[src/rtl/branch_resolver_if.sv]
// Branch-prediction bus between the predictor/EX stage (master) and the resolver (slave).
interface branch_resolver_if #(
  parameter int unsigned PC_W  = 32,
  parameter int unsigned DEPTH = 4
);
  localparam int unsigned CW = $clog2(DEPTH) + 1;

  logic            pred_valid_id;
  logic [PC_W-1:0] pc_now_id;
  logic            prediction_id;
  logic [PC_W-1:0] pred_target_id;
  logic            branch_exists_ex;
  logic [PC_W-1:0] pc_now_ex;
  logic            branch_decision_ex;
  logic [PC_W-1:0] branch_target_ex;
  logic            stall_id;
  logic            redirect;
  logic [PC_W-1:0] redirect_pc;
  logic            flush;
  logic            orphan_err;
  logic [CW-1:0]   queue_count;

  modport master (
    output pred_valid_id, pc_now_id, prediction_id, pred_target_id,
    output branch_exists_ex, pc_now_ex, branch_decision_ex, branch_target_ex,
    input  stall_id, redirect, redirect_pc, flush, orphan_err, queue_count
  );

  modport slave (
    input  pred_valid_id, pc_now_id, prediction_id, pred_target_id,
    input  branch_exists_ex, pc_now_ex, branch_decision_ex, branch_target_ex,
    output stall_id, redirect, redirect_pc, flush, orphan_err, queue_count
  );
endinterface

[src/rtl/branch_resolver.sv]
// Tracks in-flight branch predictions and redirects/flushes the front end on a mispredict.
// Optional performance counters are enabled with macro BRANCH_RESOLVER_PERF_EN.
module branch_resolver #(
  parameter int unsigned DEPTH        = 4,
  parameter int unsigned PC_W         = 32,
  parameter int unsigned FLUSH_CYCLES = 2,
  parameter int unsigned CNT_W        = 16
) (
  input  logic                clk_i,
  input  logic                rst_ni,
  branch_resolver_if.slave    br_io
`ifdef BRANCH_RESOLVER_PERF_EN
  ,
  output logic [CNT_W-1:0]    branch_count_o,
  output logic [CNT_W-1:0]    mispredict_count_o
`endif
);

  localparam int unsigned AW = $clog2(DEPTH);
  localparam int unsigned CW = AW + 1;
  localparam int unsigned FW = (FLUSH_CYCLES > 1) ? $clog2(FLUSH_CYCLES) : 1;

  if (DEPTH < 2 || (DEPTH & (DEPTH - 1)) != 0 || FLUSH_CYCLES < 1 || CNT_W < 1) begin : g_bad_param
    $error("branch_resolver: illegal parameter set");
  end

  typedef enum logic {S_RUN, S_FLUSH} state_e;

  typedef struct packed {
    logic [PC_W-1:0] pc;
    logic            pred;
    logic [PC_W-1:0] tgt;
  } entry_t;

  entry_t          q_mem [DEPTH];
  logic [AW-1:0]   wr_ptr_q, rd_ptr_q;
  logic [CW-1:0]   count_q, count_d;
  state_e          state_q;
  logic [FW-1:0]   flush_cnt_q;
  logic            redirect_q, flush_q, orphan_q;
  logic [PC_W-1:0] redirect_pc_q;

  entry_t head;
  logic   empty, full, resolve, matched, mispredict, push;

  assign head = q_mem[rd_ptr_q];

  // Resolve/push qualification; a mispredict squashes any same-cycle push.
  always_comb begin
    empty      = (count_q == '0);
    full       = (count_q == CW'(DEPTH));
    resolve    = (state_q == S_RUN) && br_io.branch_exists_ex;
    matched    = resolve && !empty && (head.pc == br_io.pc_now_ex);
    mispredict = matched && ((br_io.branch_decision_ex != head.pred) ||
                             (br_io.branch_decision_ex && (br_io.branch_target_ex != head.tgt)));
    push       = (state_q == S_RUN) && br_io.pred_valid_id && (!full || matched) && !mispredict;
  end

  always_comb begin
    count_d = count_q;
    unique case ({push, matched})
      2'b10:   count_d = count_q + CW'(1);
      2'b01:   count_d = count_q - CW'(1);
      default: count_d = count_q;
    endcase
  end

  always_ff @(posedge clk_i) begin
    if (!rst_ni) begin
      wr_ptr_q      <= '0;
      rd_ptr_q      <= '0;
      count_q       <= '0;
      state_q       <= S_RUN;
      flush_cnt_q   <= '0;
      redirect_q    <= 1'b0;
      flush_q       <= 1'b0;
      orphan_q      <= 1'b0;
      redirect_pc_q <= '0;
    end else begin
      redirect_q <= 1'b0;
      case (state_q)
        S_RUN: begin
          if (mispredict) begin
            wr_ptr_q      <= '0;
            rd_ptr_q      <= '0;
            count_q       <= '0;
            redirect_pc_q <= br_io.branch_decision_ex ? br_io.branch_target_ex
                                                      : br_io.pc_now_ex + PC_W'(4);
            redirect_q    <= 1'b1;
            flush_q       <= 1'b1;
            flush_cnt_q   <= FW'(FLUSH_CYCLES - 1);
            state_q       <= S_FLUSH;
          end else begin
            if (push) begin
              q_mem[wr_ptr_q] <= '{pc: br_io.pc_now_id, pred: br_io.prediction_id,
                                   tgt: br_io.pred_target_id};
              wr_ptr_q        <= wr_ptr_q + AW'(1);
            end
            if (matched) rd_ptr_q <= rd_ptr_q + AW'(1);
            count_q <= count_d;
            if (resolve && !matched) orphan_q <= 1'b1;
          end
        end
        S_FLUSH: begin
          if (flush_cnt_q == '0) begin
            flush_q <= 1'b0;
            state_q <= S_RUN;
          end else begin
            flush_cnt_q <= flush_cnt_q - FW'(1);
          end
        end
        default: state_q <= S_RUN;
      endcase
    end
  end

`ifdef BRANCH_RESOLVER_PERF_EN
  logic [CNT_W-1:0] branch_cnt_q, mispredict_cnt_q;

  // Saturating counters; only reset clears them.
  always_ff @(posedge clk_i) begin
    if (!rst_ni) begin
      branch_cnt_q     <= '0;
      mispredict_cnt_q <= '0;
    end else begin
      if (matched && !(&branch_cnt_q))        branch_cnt_q     <= branch_cnt_q + CNT_W'(1);
      if (mispredict && !(&mispredict_cnt_q)) mispredict_cnt_q <= mispredict_cnt_q + CNT_W'(1);
    end
  end

  assign branch_count_o     = branch_cnt_q;
  assign mispredict_count_o = mispredict_cnt_q;
`endif

  assign br_io.stall_id    = full;
  assign br_io.redirect    = redirect_q;
  assign br_io.redirect_pc = redirect_pc_q;
  assign br_io.flush       = flush_q;
  assign br_io.orphan_err  = orphan_q;
  assign br_io.queue_count = count_q;

endmodule

[src/flat_wrapper.sv]
// flat-port wrapper written by rule: the top's interface ports become plain ports
module branch_resolver_flat 
#(
  parameter int unsigned DEPTH        = 4,
  parameter int unsigned PC_W         = 32,
  parameter int unsigned FLUSH_CYCLES = 2,
  parameter int unsigned CNT_W        = 16
)
  (clk_i, rst_ni, br_io_pred_valid_id, br_io_pc_now_id, br_io_prediction_id, br_io_pred_target_id, br_io_branch_exists_ex, br_io_pc_now_ex, br_io_branch_decision_ex, br_io_branch_target_ex, br_io_stall_id, br_io_redirect, br_io_redirect_pc, br_io_flush, br_io_orphan_err, br_io_queue_count);
  branch_resolver_if #(.PC_W(PC_W), .DEPTH(DEPTH)) br_io_i ();
  input  logic clk_i;
  input  logic rst_ni;
  input wire logic [$bits(br_io_i.pred_valid_id)-1:0] br_io_pred_valid_id;
  input wire logic [$bits(br_io_i.pc_now_id)-1:0] br_io_pc_now_id;
  input wire logic [$bits(br_io_i.prediction_id)-1:0] br_io_prediction_id;
  input wire logic [$bits(br_io_i.pred_target_id)-1:0] br_io_pred_target_id;
  input wire logic [$bits(br_io_i.branch_exists_ex)-1:0] br_io_branch_exists_ex;
  input wire logic [$bits(br_io_i.pc_now_ex)-1:0] br_io_pc_now_ex;
  input wire logic [$bits(br_io_i.branch_decision_ex)-1:0] br_io_branch_decision_ex;
  input wire logic [$bits(br_io_i.branch_target_ex)-1:0] br_io_branch_target_ex;
  output wire logic [$bits(br_io_i.stall_id)-1:0] br_io_stall_id;
  output wire logic [$bits(br_io_i.redirect)-1:0] br_io_redirect;
  output wire logic [$bits(br_io_i.redirect_pc)-1:0] br_io_redirect_pc;
  output wire logic [$bits(br_io_i.flush)-1:0] br_io_flush;
  output wire logic [$bits(br_io_i.orphan_err)-1:0] br_io_orphan_err;
  output wire logic [$bits(br_io_i.queue_count)-1:0] br_io_queue_count;
  assign br_io_i.pred_valid_id = br_io_pred_valid_id;
  assign br_io_i.pc_now_id = br_io_pc_now_id;
  assign br_io_i.prediction_id = br_io_prediction_id;
  assign br_io_i.pred_target_id = br_io_pred_target_id;
  assign br_io_i.branch_exists_ex = br_io_branch_exists_ex;
  assign br_io_i.pc_now_ex = br_io_pc_now_ex;
  assign br_io_i.branch_decision_ex = br_io_branch_decision_ex;
  assign br_io_i.branch_target_ex = br_io_branch_target_ex;
  assign br_io_stall_id = br_io_i.stall_id;
  assign br_io_redirect = br_io_i.redirect;
  assign br_io_redirect_pc = br_io_i.redirect_pc;
  assign br_io_flush = br_io_i.flush;
  assign br_io_orphan_err = br_io_i.orphan_err;
  assign br_io_queue_count = br_io_i.queue_count;
  branch_resolver #(.DEPTH(DEPTH), .PC_W(PC_W), .FLUSH_CYCLES(FLUSH_CYCLES), .CNT_W(CNT_W)) u_core (.clk_i(clk_i), .rst_ni(rst_ni), .br_io(br_io_i));
endmodule
[config.mk]
export PLATFORM = sky130hd
export DESIGN_NAME = branch_resolver_flat
export DESIGN_NICKNAME = d
export VERILOG_FILES = /design/src/rtl/branch_resolver_if.sv /design/src/rtl/branch_resolver.sv /design/src/flat_wrapper.sv
export SDC_FILE = /design/constraint.sdc
export NUM_CORES = 1
export LEC_CHECK = 0
export CORE_ASPECT_RATIO = 1.25
export CORE_UTILIZATION = 42
export CTS_BUF_LIST = sky130_fd_sc_hd__clkbuf_8
export CTS_CLUSTER_DIAMETER = 200
export DETAILED_ROUTE_END_ITERATION = 6
export DONT_BUFFER_PORTS = 1
export MAX_ROUTING_LAYER = met4
export PLACE_DENSITY = 0.55
export SKIP_LAST_GASP = 1
export SLEW_MARGIN = 20
export SYNTH_ARGS = -nofsm -noshare
export SYNTH_HDL_FRONTEND = slang
export SYNTH_SLANG_ARGS = --single-unit
[constraint.sdc]
create_clock -name clk_i -period 20.7 [get_ports clk_i]
set_input_delay 5.175 -clock clk_i [delete_from_list [all_inputs] [get_ports clk_i]]
set_output_delay 5.175 -clock clk_i [all_outputs]
set_load 0.02 [all_outputs]
-- Word level (Yosys, flattened, before mapping)
Memory sizes are Yosys's and may differ from the RTL's. A register that Yosys moved wholly into a read port is not among the register bits.
Cells that the tools add are included.
- add/sub/neg operators: 6
- $mul: 0
- divide/modulo/power cells: 0
- order comparisons: 0
- equality and inequality tests: 8
- shift operators: 0
- multiplexer cells: 22
- bitwise operators: 3
- reduce and logical (&&, ||, !) cells: 26
- operator list (cell ; count):
    32-bit by 3-bit adder with 32-bit output (second input constant) ; 1
    32-bit == test ; 1
    32-bit two-way mux ; 1
    32-bit != test ; 1
    2-bit two-way mux ; 6
    1-bit two-way mux ; 10
    2-bit AND reduction ; 5
    1-bit logical AND ; 9
    1-bit one-hot mux with 2 select lines ; 3
    3-bit one-hot mux with 2 select lines ; 1
    2-bit by 1-bit adder with 2-bit output (second input constant) ; 2
    1-bit zero test ; 4
    2-bit nonzero test ; 2
    3-bit by 1-bit adder with 3-bit output (second input constant) ; 1
    3-bit == test (second input constant) ; 1
    3-bit zero test ; 1
    3-bit two-way mux ; 1
    1-bit inverter ; 3
    3-bit AND reduction ; 1
    3-bit nonzero test ; 1
    3-bit by 1-bit subtractor with 3-bit output (second input constant) ; 1
    2-bit by 1-bit == test with 1-bit output (second input constant) ; 1
    2-bit == test (second input constant) ; 1
    1-bit logical OR ; 2
    5 further kinds ; 5
- register bits: 44
- bits in latches: 0
- memory bits (writable): 260
- ROM bits: 0
- input port bits: 134
- logic and storage cells: 75
- memories kept: 1
- memories (name ; depth ; width ; rd ports ; clocked after Yosys merged registers in ; write ports ; RTL line ; RTL):
    u_core.q_mem ; 4 ; 65 ; 1 ; 1 ; 1 ; branch_resolver.sv:35 ; entry_t q_mem [DEPTH];

-- Depth between registers and ports, before layout
- depth after elaboration: 12
- depth in mapped cells: 19
- depth with buffers taken out: 15

-- Worst setup path before layout
Ideal clock, no wire load.
- path kind: input -> register
- from: input port br_io_pc_now_ex[8]
- to: memory u_core.q_mem[0][0] (netlist name), enable pin
- setup time: 0.568 ns
- arrival time: 11.102 ns
- required time: 20.132 ns
- path slack: 9.030 ns
- stages on the path: 9
- cells stage by stage: clkbuf_1 > xor2_1 > o2111ai_1 > o2bb2ai_1 > and3b_1 > and3_1 > clkbuf_1 > o21ai_0 > nor3_1
- longest elaborated chain between the ends: 10
- elaborated cells on any way between the ends: 12
- RTL lines (what ; RTL line ; RTL):
    start, declared ; flat_wrapper.sv:18 ; input wire logic [$bits(br_io_i.pc_now_ex)-1:0] br_io_pc_now_ex;
    32-bit == test (*) ; branch_resolver.sv:53 ; matched = resolve && !empty && (head.pc == br_io.pc_now_ex);
    1-bit logical AND (*) ; branch_resolver.sv:53 ;
    1-bit logical OR / 1-bit logical AND (equally long branches) ; branch_resolver.sv:56, branch_resolver.sv:54 ;
    1-bit logical AND / 1-bit zero test (equally long branches) ; branch_resolver.sv:56 ; push = (state_q == S_RUN) && br_io.pred_valid_id && (!full || matched) && !mispredict;
    1-bit logical AND ; branch_resolver.sv:56 ;
    1-bit two-way mux ; branch_resolver.sv:94 ; if (push) begin
    1-bit two-way mux (*) ; branch_resolver.sv:83 ; if (mispredict) begin
    1-bit two-way mux (*) ; branch_resolver.sv:81 ; case (state_q)
    1-bit two-way mux (*) ; branch_resolver.sv:69 ; if (!rst_ni) begin
    1-bit two-way mux (not written as such) (*) ; branch_resolver.sv:95 ; q_mem[wr_ptr_q] <= '{pc: br_io.pc_now_id, pred: br_io.prediction_id,
    end, declared ; branch_resolver.sv:35 ;
Every way passes the cells marked *; elsewhere a longest branch is shown, timed or not.

-- Worst setup path in the final report
- from: input port br_io_branch_target_ex[11]
- to: memory u_core.q_mem[0][52] (netlist name), enable pin
- longest elaborated chain between the ends: 11
- RTL lines (what ; RTL line ; RTL):
    start, declared ; flat_wrapper.sv:20 ; input wire logic [$bits(br_io_i.branch_target_ex)-1:0] br_io_branch_target_ex;
    32-bit != test (*) ; branch_resolver.sv:55 ; (br_io.branch_decision_ex && (br_io.branch_target_ex != head.tgt)));
    1-bit logical AND (*) ; branch_resolver.sv:55 ;
    1-bit logical OR (*) ; branch_resolver.sv:54 ; mispredict = matched && ((br_io.branch_decision_ex != head.pred) ||
    1-bit logical AND (*) ; branch_resolver.sv:54 ;
    1-bit zero test ; branch_resolver.sv:56 ;
    1-bit logical AND ; branch_resolver.sv:56 ;
    1-bit two-way mux ; branch_resolver.sv:94 ;
    1-bit two-way mux (*) ; branch_resolver.sv:83 ;
    1-bit two-way mux (*) ; branch_resolver.sv:81 ;
    1-bit two-way mux (*) ; branch_resolver.sv:69 ;
    1-bit two-way mux (not written as such) (*) ; branch_resolver.sv:95 ;
Marked as above.

==> results.yml <==
critical_path:
  critical_path_class: "in -> reg"
  crit_path_end_kind: "register"
  cp-start-kind: "input pin"
  crit_path_max_fanout: 47
  worst_ep_required_time_ps: 20900
  arrival_ps: 8080
place:
  place_hpwl_microns: 24400
  port_buffers: 0
  gp_congestion: 0.9646
pwr:
  seq_power_share: 0.540
  peakVddDrop_v: 0.00004908
  switchingPower_w: 0.0002732
  power_per_cell_area_nw_per_um2: 86.35
  p_int_w: 0.0009987
  power.share.switching: 0.2148
  comb_power_share: 0.041
  clkPwrFrac: 0.419
  p_leak_nw: 4.781
finish:
  seqCellArea_sq_um: 8736
  fillers: 2676
  final_util: 0.4740
  drive_gt1_frac: 0.1503
  area_growth_pct: 10.51
  multi_input_area_sq_um: 4319
  nets: 1019
timing:
  min_period_ps: 7886
  setup_tns_ps: 0
  hold_viol_final: 0
  skew_ps: 38.82
  fmax_mhz: 126.8
  worst_slew_pin_slew_ps: 851.1
  fin_crit_sh: 0.3809
  relSlewSlack: 0.4179
  rsz0062_at_grt: "false"
  finalSetupViolCount: 0
  final_max_slew_viol_count: 0
global_route:
  grt_pass1_vias: 7839
  grt-ovfl-total: 0
  grt_first_pass_wirelength_microns: 50730
  grt_antenna_before_repair: 1
  grt_max_degree: 59
  track_usage: 0.2245
clock_network:
  clk_latency_ps: 600
  clockBufferDepth: 3
  post-cts-setup-buffers: 0
  cts_made_buffers: 49
  path_clk_slew_ps: 60
  cts_hold_buf: 0
  cts_sinks: 306
  cts-resized-gates: 0
  htreeDepth: 2
  cts_tree: "done"
  clock-root-buffer: "clkbuf_8"
logic_synthesis:
  yosys_warnings: 0
  synth.avg_cell_area_sq_um: 15.59
  synth_nets: 996
  ys_async_sr_fraction: 0
  yosysSeqAreaShare: 0.6548
  synth_ff_type: "edfxtp_1"
  synthCells: 855
  ys_ff_latch: 306
  synth_cell_types: 57
  synth_edf_count: 260
  synth_area_sq_um: 13330
outcome:
  status: "completed"
routing:
  drc: 0
  viasPerCell: 5.640
  dr.pass1.iters: 5
  routed_wl_microns: 34620
  drtIter0Drc: 554
  antenna_left: 0
  post_drt_wl_per_cell_microns: 26.11
  vias: 7479
floorplanning:
  die-area_sq_um: 32460
  core_area_sq_um: 31080
  initial_core_util: 0.4289
  die_w_microns: 161.3
  core.rowCount: 72
  pin_count: 173
  die_h_microns: 201.2
worst_hold_path:
  hold_class: "reg -> reg"
flow_run:
  cap_violations: 0
## synthesized netlist by cell type (all sizes together) (21+ instances only)
cell,n,share of area
edfxtp,260,0.59
xnor2,68,0.045
mux2i,57,0.043
mux4,51,0.089
nand2,50,0.015
dfxtp,46,0.069
o21ai,34,0.013
nor2b,33,0.015
nand3,27,0.010
nor2,26,0.0073
nand4,22,0.010
clkbuf,21,0.0059
## through the flow
| step | total power [W] | std cells | cell area (sq um) | worst slack [ps] | hold WS (ps) |
|---|---|---|---|---|---|
| CTS | 0.001286 | 1325 | 14730 | 12810 | 510.6 |
| detailed placement | 0.0007521 | 1234 | 13710 | 12190 | 473.8 |
| finish | 0.001272 | 1326 | 14730 | 12810 | 503.1 |
| global placement | 0.0007511 | 1234 | 13710 | 12200 | 468.8 |
| floorplan | 0.0007398 | 855 | 13330 | 9030 | 448.3 |
| global route | 0.001314 | 1326 | 14730 | 12650 | 541.9 |
## sequential cells by signal, summed over array words and instances (netlist names), named ones only
name,cells
u_core.q_mem,260
u_core.br_io.redirect_pc,32
u_core.br_io.queue_count,3
u_core.rd_ptr_q,2
u_core.wr_ptr_q,2
u_core.br_io.flush,1
u_core.br_io.orphan_err,1
u_core.br_io.redirect,1
u_core.flush_cnt_q,1
u_core.state_q,1
## worst max-delay path: stages
cell and delay (ps):
nor2b_1 110, a221oi_1 340, o2111ai_1 290, nor4_1 550, nand4_1 220, nand4_1 290, nand2_4 150, nor3_2 220
buf_4 630
## final cells by class
class | count | area share
flip-flops and latches | 306 | 0.5931
repair buffers | 11 | 0.005606
multi-input cells | 494 | 0.2932
clock inverters | 36 | 0.01792
inverters | 16 | 0.004077
diodes | 1 | 0.0001699
clock buffers | 55 | 0.05139
well taps | 407 | 0.03457
## final timing paths
check	from	endpoint	slack, ps	cells after the start
hold / removal	u_core.flush_cnt_q$_SDFFE_PN0N_	u_core.state_q$_SDFF_PN0_	500	2
setup reg to reg	register	u_core.br_io.queue_count[2]$_SDFFE_PN0P_	15560	16
hold reg to reg	u_core.flush_cnt_q$_SDFFE_PN0N_	u_core.state_q$_SDFF_PN0_	500	2
setup / recovery	br_io_branch_target_ex[11]	u_core.q_mem[0][52]$_DFFE_PP_	12810	9
## logic make-up after synthesis
family / count (synthesis) / share of synthesized area
flops: 306 / 0.6548
simple gates: 207 / 0.08317
mux: 116 / 0.1383
xor+xnor: 86 / 0.05651
compound gates: 78 / 0.03745
buf+inv: 55 / 0.02262
fa+ha+maj: 7 / 0.007134
## placed cells by master (no fill, tap or decap), types with 4 or more instances in the layout
| cell | count |
|---|---|
| dfxtp_1 | 44 |
| nand3_1 | 27 |
| bufinv_16 | 4 |
| or3_1 | 4 |
| o22ai_1 | 4 |
| nor3_1 | 4 |
| ha_1 | 6 |
| xnor2_1 | 68 |
| inv_1 | 29 |
| buf_4 | 11 |
| edfxtp_1 | 260 |
| o2111ai_1 | 4 |
| a21oi_1 | 9 |
| mux4_1 | 9 |
| and3_1 | 10 |
| mux2_2 | 8 |
| xor2_1 | 18 |
| mux4_2 | 42 |
| nor2b_1 | 33 |
| nand4_1 | 22 |
| nor3b_1 | 5 |
| nor3_2 | 4 |
| clkbuf_8 | 55 |
| nor4_1 | 5 |
| nand2b_1 | 4 |
| clkinv_1 | 13 |
| nand2_1 | 49 |
| o21ai_0 | 34 |
| mux2i_1 | 57 |
| nor2_1 | 26 |
## routing by layer
| layer | up-vias | wire, microns | track usage |
|---|---|---|---|
| met3 | 88 | 3133 | 0.07504 |
| met5 | - | 0 | - |
| met1 | 3751 | 13210 | 0.2576 |
| li1 | 3342 | - | - |
| met2 | 298 | 16720 | 0.3562 |
| met4 | 0 | 1561 | 0.1001 |
## power by group through the flow
stage	sequential, W	clock [W]	combinational [W]
finish	0.000686	0.000533	0.0000522
global route	0.000687	0.000570	0.0000568
CTS	0.000687	0.000547	0.0000529
detailed placement	0.000700	0	0.0000526
global placement	0.000699	0	0.0000524
floorplan	0.000700	0	0.0000397
Note: power is estimated with default switching activity, not from simulation.
